===== src/rtl/larng_pkg.sv =====
// Shared types and constants for the latch-based entropy sampler.
package larng_pkg;

  localparam int WORD_W   = 32;
  localparam int BITCNT_W = 5;

  typedef enum logic [2:0] {
    IDLE   = 3'd0,
    SETTLE = 3'd1,
    SAMPLE = 3'd2,
    PUSH   = 3'd3,
    FAIL   = 3'd4
  } state_t;

endpackage


===== src/rtl/larng_sample_ctrl_if.sv =====
// Word readout stream: master presents buffered words, slave pops them.
interface larng_sample_ctrl_if;

  logic [larng_pkg::WORD_W-1:0] out_data;
  logic                         out_valid;
  logic                         out_ready;

  modport master (output out_data, output out_valid, input out_ready);
  modport slave  (input out_data, input out_valid, output out_ready);

endinterface


===== src/rtl/larng_word_fifo.sv =====
// DEPTH x WORD_W first-word-fall-through buffer for packed entropy words.
module larng_word_fifo
  import larng_pkg::*;
#(
  parameter int DEPTH = 4
) (
  input  logic                       clock,
  input  logic                       resetb,
  input  logic                       push,
  input  logic [WORD_W-1:0]          wdata,
  input  logic                       pop,
  output logic [WORD_W-1:0]          rdata,
  output logic                       full,
  output logic                       empty,
  output logic [$clog2(DEPTH):0]     count
);

  localparam int AW = $clog2(DEPTH);
  localparam int CW = AW + 1;

  logic [WORD_W-1:0] mem [DEPTH];
  logic [AW-1:0]     wr_ptr;
  logic [AW-1:0]     rd_ptr;
  logic              do_push;
  logic              do_pop;

  assign full    = (count == CW'(DEPTH));
  assign empty   = (count == '0);
  assign do_push = push && !full;
  assign do_pop  = pop && !empty;
  assign rdata   = mem[rd_ptr];

  // Storage, pointers and occupancy; simultaneous push and pop leave count unchanged.
  always_ff @(posedge clock or negedge resetb) begin
    if (!resetb) begin
      wr_ptr <= '0;
      rd_ptr <= '0;
      count  <= '0;
      for (int unsigned i = 0; i < DEPTH; i++) mem[i] <= '0;
    end else begin
      if (do_push) begin
        mem[wr_ptr] <= wdata;
        wr_ptr      <= wr_ptr + 1'b1;
      end
      if (do_pop) rd_ptr <= rd_ptr + 1'b1;
      case ({do_push, do_pop})
        2'b10:   count <= count + 1'b1;
        2'b01:   count <= count - 1'b1;
        default: count <= count;
      endcase
    end
  end

endmodule


===== src/rtl/larng_sample_ctrl.sv =====
// Sequencer for the latch entropy cell: gate, settle, sample, health-test, pack, buffer.
module larng_sample_ctrl
  import larng_pkg::*;
#(
  parameter int DEPTH    = 4,
  parameter int SETTLE_W = 16,
  parameter int DIV_W    = 8,
  parameter int RCT_W    = 6
) (
  input  logic                clock,
  input  logic                resetb,
  input  logic                cfg_en,
  input  logic [SETTLE_W-1:0] cfg_settle,
  input  logic [DIV_W-1:0]    cfg_div,
  input  logic [RCT_W-1:0]    cfg_rct_cut,
  input  logic                clr_fail,
  input  logic                ent_bit,
  output logic                ent_run,
  larng_sample_ctrl_if.master out_if,
  output logic                health_fail,
  output logic                busy
);

  localparam int CW = $clog2(DEPTH) + 1;

  state_t              state, state_nx;
  logic                sync1, sync2, sample;
  logic [SETTLE_W-1:0] settle_cnt;
  logic [DIV_W-1:0]    div_cnt;
  logic [BITCNT_W-1:0] bit_cnt;
  logic [WORD_W-1:0]   word;
  logic [RCT_W-1:0]    rep_cnt, rep_nx;
  logic                prev_bit, first_smp;
  logic                sample_tick, rct_trip, last_bit;
  logic                fifo_push, fifo_full, fifo_empty, pop_fire, full_after;
  logic [CW-1:0]       fifo_count;

  assign sample           = sync2;
  assign out_if.out_valid = !fifo_empty;

  larng_word_fifo #(.DEPTH(DEPTH)) u_fifo (
    .clock  (clock),
    .resetb (resetb),
    .push   (fifo_push),
    .wdata  (word),
    .pop    (out_if.out_ready),
    .rdata  (out_if.out_data),
    .full   (fifo_full),
    .empty  (fifo_empty),
    .count  (fifo_count)
  );

  // Sample strobe, repetition-count update and trip/fill conditions.
  always_comb begin
    sample_tick = (state == SAMPLE) && (div_cnt == '0);
    if (first_smp)                    rep_nx = RCT_W'(1);
    else if (sample == prev_bit)      rep_nx = (rep_cnt == '1) ? rep_cnt : rep_cnt + 1'b1;
    else                              rep_nx = RCT_W'(1);
    rct_trip   = sample_tick && (cfg_rct_cut != '0) && (rep_nx == cfg_rct_cut);
    last_bit   = sample_tick && (bit_cnt == '1);
    pop_fire   = out_if.out_valid && out_if.out_ready;
    // PUSH is never entered full, so a concurrent pop always keeps it below full.
    full_after = !pop_fire && (fifo_count == CW'(DEPTH - 1));
  end

  // Next state and state-decoded outputs.
  always_comb begin
    state_nx  = state;
    ent_run   = 1'b0;
    busy      = 1'b0;
    fifo_push = 1'b0;
    case (state)
      IDLE: begin
        if (cfg_en && !health_fail && !fifo_full) state_nx = SETTLE;
      end
      SETTLE: begin
        ent_run = 1'b1;
        busy    = 1'b1;
        if (!cfg_en)                 state_nx = IDLE;
        else if (settle_cnt == '0)   state_nx = SAMPLE;
      end
      SAMPLE: begin
        ent_run = 1'b1;
        busy    = 1'b1;
        if (!cfg_en)       state_nx = IDLE;
        else if (rct_trip) state_nx = FAIL;
        else if (last_bit) state_nx = PUSH;
      end
      PUSH: begin
        ent_run   = 1'b1;
        busy      = 1'b1;
        fifo_push = 1'b1;
        if (!cfg_en || full_after) state_nx = IDLE;
        else                       state_nx = SAMPLE;
      end
      FAIL: begin
        if (clr_fail) state_nx = IDLE;
      end
      default: state_nx = IDLE;
    endcase
  end

  // State register and sticky health flag (held exactly while in FAIL).
  always_ff @(posedge clock or negedge resetb) begin
    if (!resetb) begin
      state       <= IDLE;
      health_fail <= 1'b0;
    end else begin
      state       <= state_nx;
      health_fail <= (state_nx == FAIL);
    end
  end

  // Synchronizer, counters, word shifter and repetition tracking.
  always_ff @(posedge clock or negedge resetb) begin
    if (!resetb) begin
      sync1      <= 1'b0;
      sync2      <= 1'b0;
      settle_cnt <= '0;
      div_cnt    <= '0;
      bit_cnt    <= '0;
      word       <= '0;
      rep_cnt    <= '0;
      prev_bit   <= 1'b0;
      first_smp  <= 1'b0;
    end else begin
      sync1 <= ent_bit;
      sync2 <= sync1;
      case (state)
        IDLE: begin
          settle_cnt <= cfg_settle;
          bit_cnt    <= '0;
          word       <= '0;
          first_smp  <= 1'b1;
        end
        SETTLE: begin
          if (settle_cnt != '0) settle_cnt <= settle_cnt - 1'b1;
          div_cnt   <= cfg_div;
          first_smp <= 1'b1;
        end
        SAMPLE: begin
          if (div_cnt == '0) begin
            div_cnt   <= cfg_div;
            word      <= {sample, word[WORD_W-1:1]};
            bit_cnt   <= bit_cnt + 1'b1;
            prev_bit  <= sample;
            rep_cnt   <= rep_nx;
            first_smp <= 1'b0;
          end else begin
            div_cnt <= div_cnt - 1'b1;
          end
        end
        PUSH: begin
          bit_cnt <= '0;
        end
        default: begin
        end
      endcase
    end
  end

endmodule


===== src/flat_wrapper.sv =====
// flat-port wrapper written by rule: the top's interface ports become plain ports
module larng_sample_ctrl_flat import larng_pkg::*;
#(
  parameter int DEPTH    = 4,
  parameter int SETTLE_W = 16,
  parameter int DIV_W    = 8,
  parameter int RCT_W    = 6
)
  (clock, resetb, cfg_en, cfg_settle, cfg_div, cfg_rct_cut, clr_fail, ent_bit, ent_run, health_fail, busy, out_if_out_data, out_if_out_valid, out_if_out_ready);
  larng_sample_ctrl_if out_if_i ();
  input  logic clock;
  input  logic resetb;
  input  logic cfg_en;
  input  logic [SETTLE_W-1:0] cfg_settle;
  input  logic [DIV_W-1:0] cfg_div;
  input  logic [RCT_W-1:0] cfg_rct_cut;
  input  logic clr_fail;
  input  logic ent_bit;
  output logic ent_run;
  output logic health_fail;
  output logic busy;
  output wire logic [$bits(out_if_i.out_data)-1:0] out_if_out_data;
  output wire logic [$bits(out_if_i.out_valid)-1:0] out_if_out_valid;
  input wire logic [$bits(out_if_i.out_ready)-1:0] out_if_out_ready;
  assign out_if_out_data = out_if_i.out_data;
  assign out_if_out_valid = out_if_i.out_valid;
  assign out_if_i.out_ready = out_if_out_ready;
  larng_sample_ctrl #(.DEPTH(DEPTH), .SETTLE_W(SETTLE_W), .DIV_W(DIV_W), .RCT_W(RCT_W)) u_core (.clock(clock), .resetb(resetb), .cfg_en(cfg_en), .cfg_settle(cfg_settle), .cfg_div(cfg_div), .cfg_rct_cut(cfg_rct_cut), .clr_fail(clr_fail), .ent_bit(ent_bit), .ent_run(ent_run), .out_if(out_if_i), .health_fail(health_fail), .busy(busy));
endmodule

===== config.mk =====
export PLATFORM = sky130hd
export DESIGN_NAME = larng_sample_ctrl_flat
export DESIGN_NICKNAME = d
export VERILOG_FILES = /design/src/rtl/larng_pkg.sv /design/src/rtl/larng_sample_ctrl_if.sv /design/src/rtl/larng_word_fifo.sv /design/src/rtl/larng_sample_ctrl.sv /design/src/flat_wrapper.sv
export SDC_FILE = /design/constraint.sdc
export NUM_CORES = 1
export LEC_CHECK = 0
export ABC_AREA = 1
export CAP_MARGIN = 20
export CORE_MARGIN = 1
export CORE_UTILIZATION = 63
export DETAILED_ROUTE_END_ITERATION = 8
export PLACE_DENSITY = 0.92
export SYNTH_ARGS = -nofsm -noshare
export SYNTH_HDL_FRONTEND = slang
export SYNTH_SLANG_ARGS = --single-unit
export TNS_END_PERCENT = 20

===== constraint.sdc =====
create_clock -name clock -period 6 [get_ports clock]
set_clock_uncertainty 0.1 [all_clocks]
set_input_delay 1.2 -clock clock [delete_from_list [all_inputs] [get_ports clock]]
set_output_delay 1.2 -clock clock [all_outputs]
set_load 0.005 [all_outputs]

==> summary.md <==
| Metric | Value |
|---|---|
| Syn nets | approximately 1.2k |
| CP max-delay cell | dfrtp_1 |
| Worst-path clk slew | 0.06 ns |
| Cells after synthesis | 1152 |
| Max-slew violations | 0 |
| FP Rows | 45 |
| Synth top area share | 53.9% |
| Final Setup Violations | 0 |
| Core Region | 0.0151 mm2 |
| DR iter-0 viols | ~740 |
| Cts bufs inserted | 22 |
| Synth Area per Inst | 8.47 um2 |
| Most common cell in the netlist | o21ai_0 |
| Worst setup SP type | flip-flop |
| R2r startpoint | u_core.state[2]$_DFF_PN0_ |
| R2r endpoint | u_core.div_cnt[7]$_DFFE_PN0P_ |
| Slew @ Worst Pin | 1.01 ns |
| Cell count of the worst hold path | 0 |
| HP Start | u_core.sync1$_DFF_PN0_ |
| Critical-path cell list | inv_1 > buf_16 > o21ai_0 > o22ai_1 > clkdlybuf4s50_1 |
| Placed instance area | 0.0105 mm2 |
| Area added between synthesis and finish | 15.7% |
| Peak VDD IR | 0.000266 V |
| Clock power frac | 29.8% |
| Crit-path max FO | 33 |
| Total GRT Usage | 27.8% |
| Die area | between 0.015 and 0.02 mm2 |
| Initial antenna violation count | 0 |
| Input/output buffers | 71 |
| Clock buffer depth | 3 |
| Initial Utilization | 64.4% |
| Logic pwr share | roughly a third |
| Yosys warnings | 0 |
| Hpwl dp | approximately 13000 um |
| CTS Hold Buffers Added | 0 |
| Peak Freq | about 250 MHz |
| Avg WL per Cell | approximately 15 um |
| R2R depth | 8 |
| Post-CTS Setup Bufs | 0 |
| DR DRC count | 0 |
| Slowest stage delay, CP | 1.00 ns |
| Antenna cells | 0 |
| Fraction of layout cells with a size suffix above 1 | 6.20% |
| Placer congestion estimate | 0.861 |
| Status | finished, final reports clean |
| Pwr Density | 396 mW/mm2 |
| Synth area leader | dfrtp_1 |
| Finished Cell Area | 0.0113 mm2 |
| Sw frac | 33.8% |
| Lkg Pwr | 5.00 nW |
| Hold EP | u_core.sample$_DFF_PN0_ |
| Mapped Area | 0.00976 mm2 |
| Skew-Pair Late Insertion Delay | 0.51 ns |
| Post-synthesis sequential area ratio | a little over half |
| Yosys cell types | 45 |
| Synth area leaders | dfrtp_1 54%, o21ai_0 13%, nand2_1 8.3% |
| Vias | 8164 |
| Largest net degree at the start of global routing | 109 |
| Synth top cells by count | 247 x o21ai_0, 215 x nand2_1, 210 x dfrtp_1, 111 x nor2_1, 87 x inv_1 |
| Io pins | 72 |
| Root Buffer | clkbuf_16 |
| Setup crit end kind | output pin |
| CP required | 4.70 ns |
| Worst R2R Setup Slack | approximately 3.2 ns |
| Setup repair after global routing missed its margin | false |
| Most common flop cell mapped by yosys | dfrtp_1 |
| Number of global-route vias before repair | 7547 |
| Post-cts repair resize count | 0 |
| Slew margin rel. | 32.5% |
| Final period utilization | between 60 and 70% |
| Worst EP arrival | 2.76 ns |
| Yosys reg bits | 210 |
| Die extent in y | 126 um |
| Remaining Overflow, GRT | 0 |
| Post-synth EDFFs | 0 |
| Net Switching | 1.51 mW |
| DIE WIDTH | 126 um |
| Sink Count | 210 |
| H-tree Lvls | 1 |
| Post-Route WL | between 20000 and 25000 um |
| Final Hold Vio Count | 0 |
| Kind of critical path | reg2out |
| Worst Path Buf+Inv | 3 |
| Via density per instance | 5.84 |
| Final #Nets | 1241 |
| Pre-antenna DRT Iters | 5 |
| Cell family with most CP delay | buffers and inverters |
| Antenna viol nets, final | 0 |
| CTS tree | done |
| Post-synthesis async set-or-reset flop share | 100% |
| First-pass GRT wire length | 36200 um |
| Post-route minimum period | 4.06 ns |
| Internal Pwr Total | 2.95 mW |
| Setup TNS | 0 ns |
| Sequential share of power | 36.9% |
| Hold Crit Class | reg2reg |
| Max_cap viols | 0 |
how the worst max path moves through the flow:
| stage | start | to | slack [ns] | cells past startpoint |
|---|---|---|---|---|
| floorplan | out_if_out_ready | u_core.u_fifo.count[2]$_DFFE_PN0P_ | 3.48 | 7 |
| global placement | u_core.u_fifo.rd_ptr[1]$_DFFE_PN0P_ | out_if_out_data[30] | 2.12 | 4 |
| detailed placement | u_core.u_fifo.rd_ptr[1]$_DFFE_PN0P_ | out_if_out_data[30] | 1.98 | 4 |
| CTS | u_core.u_fifo.rd_ptr[1]$_DFFE_PN0P_ | out_if_out_data[20] | 1.41 | 4 |
| global route | u_core.u_fifo.rd_ptr[1]$_DFFE_PN0P_ | out_if_out_data[20] | 1.78 | 5 |
| finish | u_core.u_fifo.rd_ptr[1]$_DFFE_PN0P_ | out_if_out_data[30] | 1.94 | 5 |
metal layers:
layer	routed length [um]	vias to the layer above	GRT usage, %
li1	-	3937	-
met1	9400	3894	38.6
met2	10000	276	45.3
met3	1170	57	4.47
met4	596	0	8.50
met5	0	-	0
power by group through the flow:
stage          clock, mW  sequential (mW)  combinational [mW]
2_1_floorplan          0             1.62               0.937
3_3_place_gp           0             1.66                1.41
3_5_place_dp           0             1.67                1.45
4_1_cts             1.34             1.65                1.47
5_1_grt             1.40             1.66                1.67
6_report            1.33             1.65                1.49
cells by family (layout without fill, tap and decap cells):
logic type / count (synthesis) / in the layout / synth area share [%]
xor gates and xnor gates: 16 / 16 / 1.44
and+or+nand+nor: 443 / 443 / 19.5
DFF: 210 / 210 / 53.9
buffers and inverters: 154 / 212 / 6.48
muxes: 1 / 1 / 0.103
adders and majority gates: 11 / 11 / 1.49
AOI/OAI and AO/OA: 317 / 317 / 17.2
state kept, by name (all words and copies together), names as in the netlist:
name                  cells
u_core.bit_cnt            5
u_core.div_cnt            8
u_core.first_smp          1
u_core.health_fail        1
u_core.prev_bit           1
u_core.rep_cnt            6
u_core.sample             1
u_core.settle_cnt        16
u_core.state              3
u_core.sync1              1
u_core.u_fifo.count       3
u_core.u_fifo.mem       128
u_core.u_fifo.rd_ptr      2
u_core.u_fifo.wr_ptr      2
u_core.word              32
placed cells by master, fill, tap and decap left out, types with 2 or more instances in the layout:
master,instances
nand3_2,3
nand4_1,12
and3_1,2
o211ai_1,6
buf_4,3
buf_12,2
a221oi_1,2
nor2_1,111
clkdlybuf4s50_1,70
buf_16,3
ha_1,10
xor2_1,12
dfrtp_1,209
o22ai_1,33
clkinv_2,6
nand2_2,9
or2_2,3
clkbuf_1,5
and2_1,2
a31oi_1,6
xnor2_1,4
o21ai_0,247
o21ai_1,8
a211oi_1,2
inv_2,5
nand2_1,215
clkbuf_8,6
nor3_1,5
inv_1,87
clkbuf_16,22
nor2_2,5
nand3_1,69
a21oi_1,9
cell type report:
class                      instances  area [um2]
inverter                          93         349
tap                              188         235
multi-input combinational        788        3870
timing repair buffer              79         860
clock buffer                      32         638
fill                            1044        3860
clock inverter                     8        76.3
sequential                       210        5260
metrics by stage:
step	std cells	hold slack (ns)	util [%]	power, mW	setup slack, ns
floorplan	1152	0.231	-	2.56	3.48
global placement	1354	0.255	69.1	3.07	2.12
detailed placement	1354	0.251	69.1	3.12	1.98
CTS	1394	0.265	73.8	4.46	1.41
global route	1398	0.271	74.5	4.74	1.78
finish	1398	0.270	74.5	4.47	1.94
worst reg2reg max path: stages (launching register included):
cell     delay [ns]
dfrtp_1        0.44
nor2_1         0.19
inv_1          0.08
nor2_2         0.69
inv_1          0.52
nand2_4        0.24
inv_2          0.10
o21ai_0        0.25
nand2_1        0.10
(Power assumes the default switching activity.)
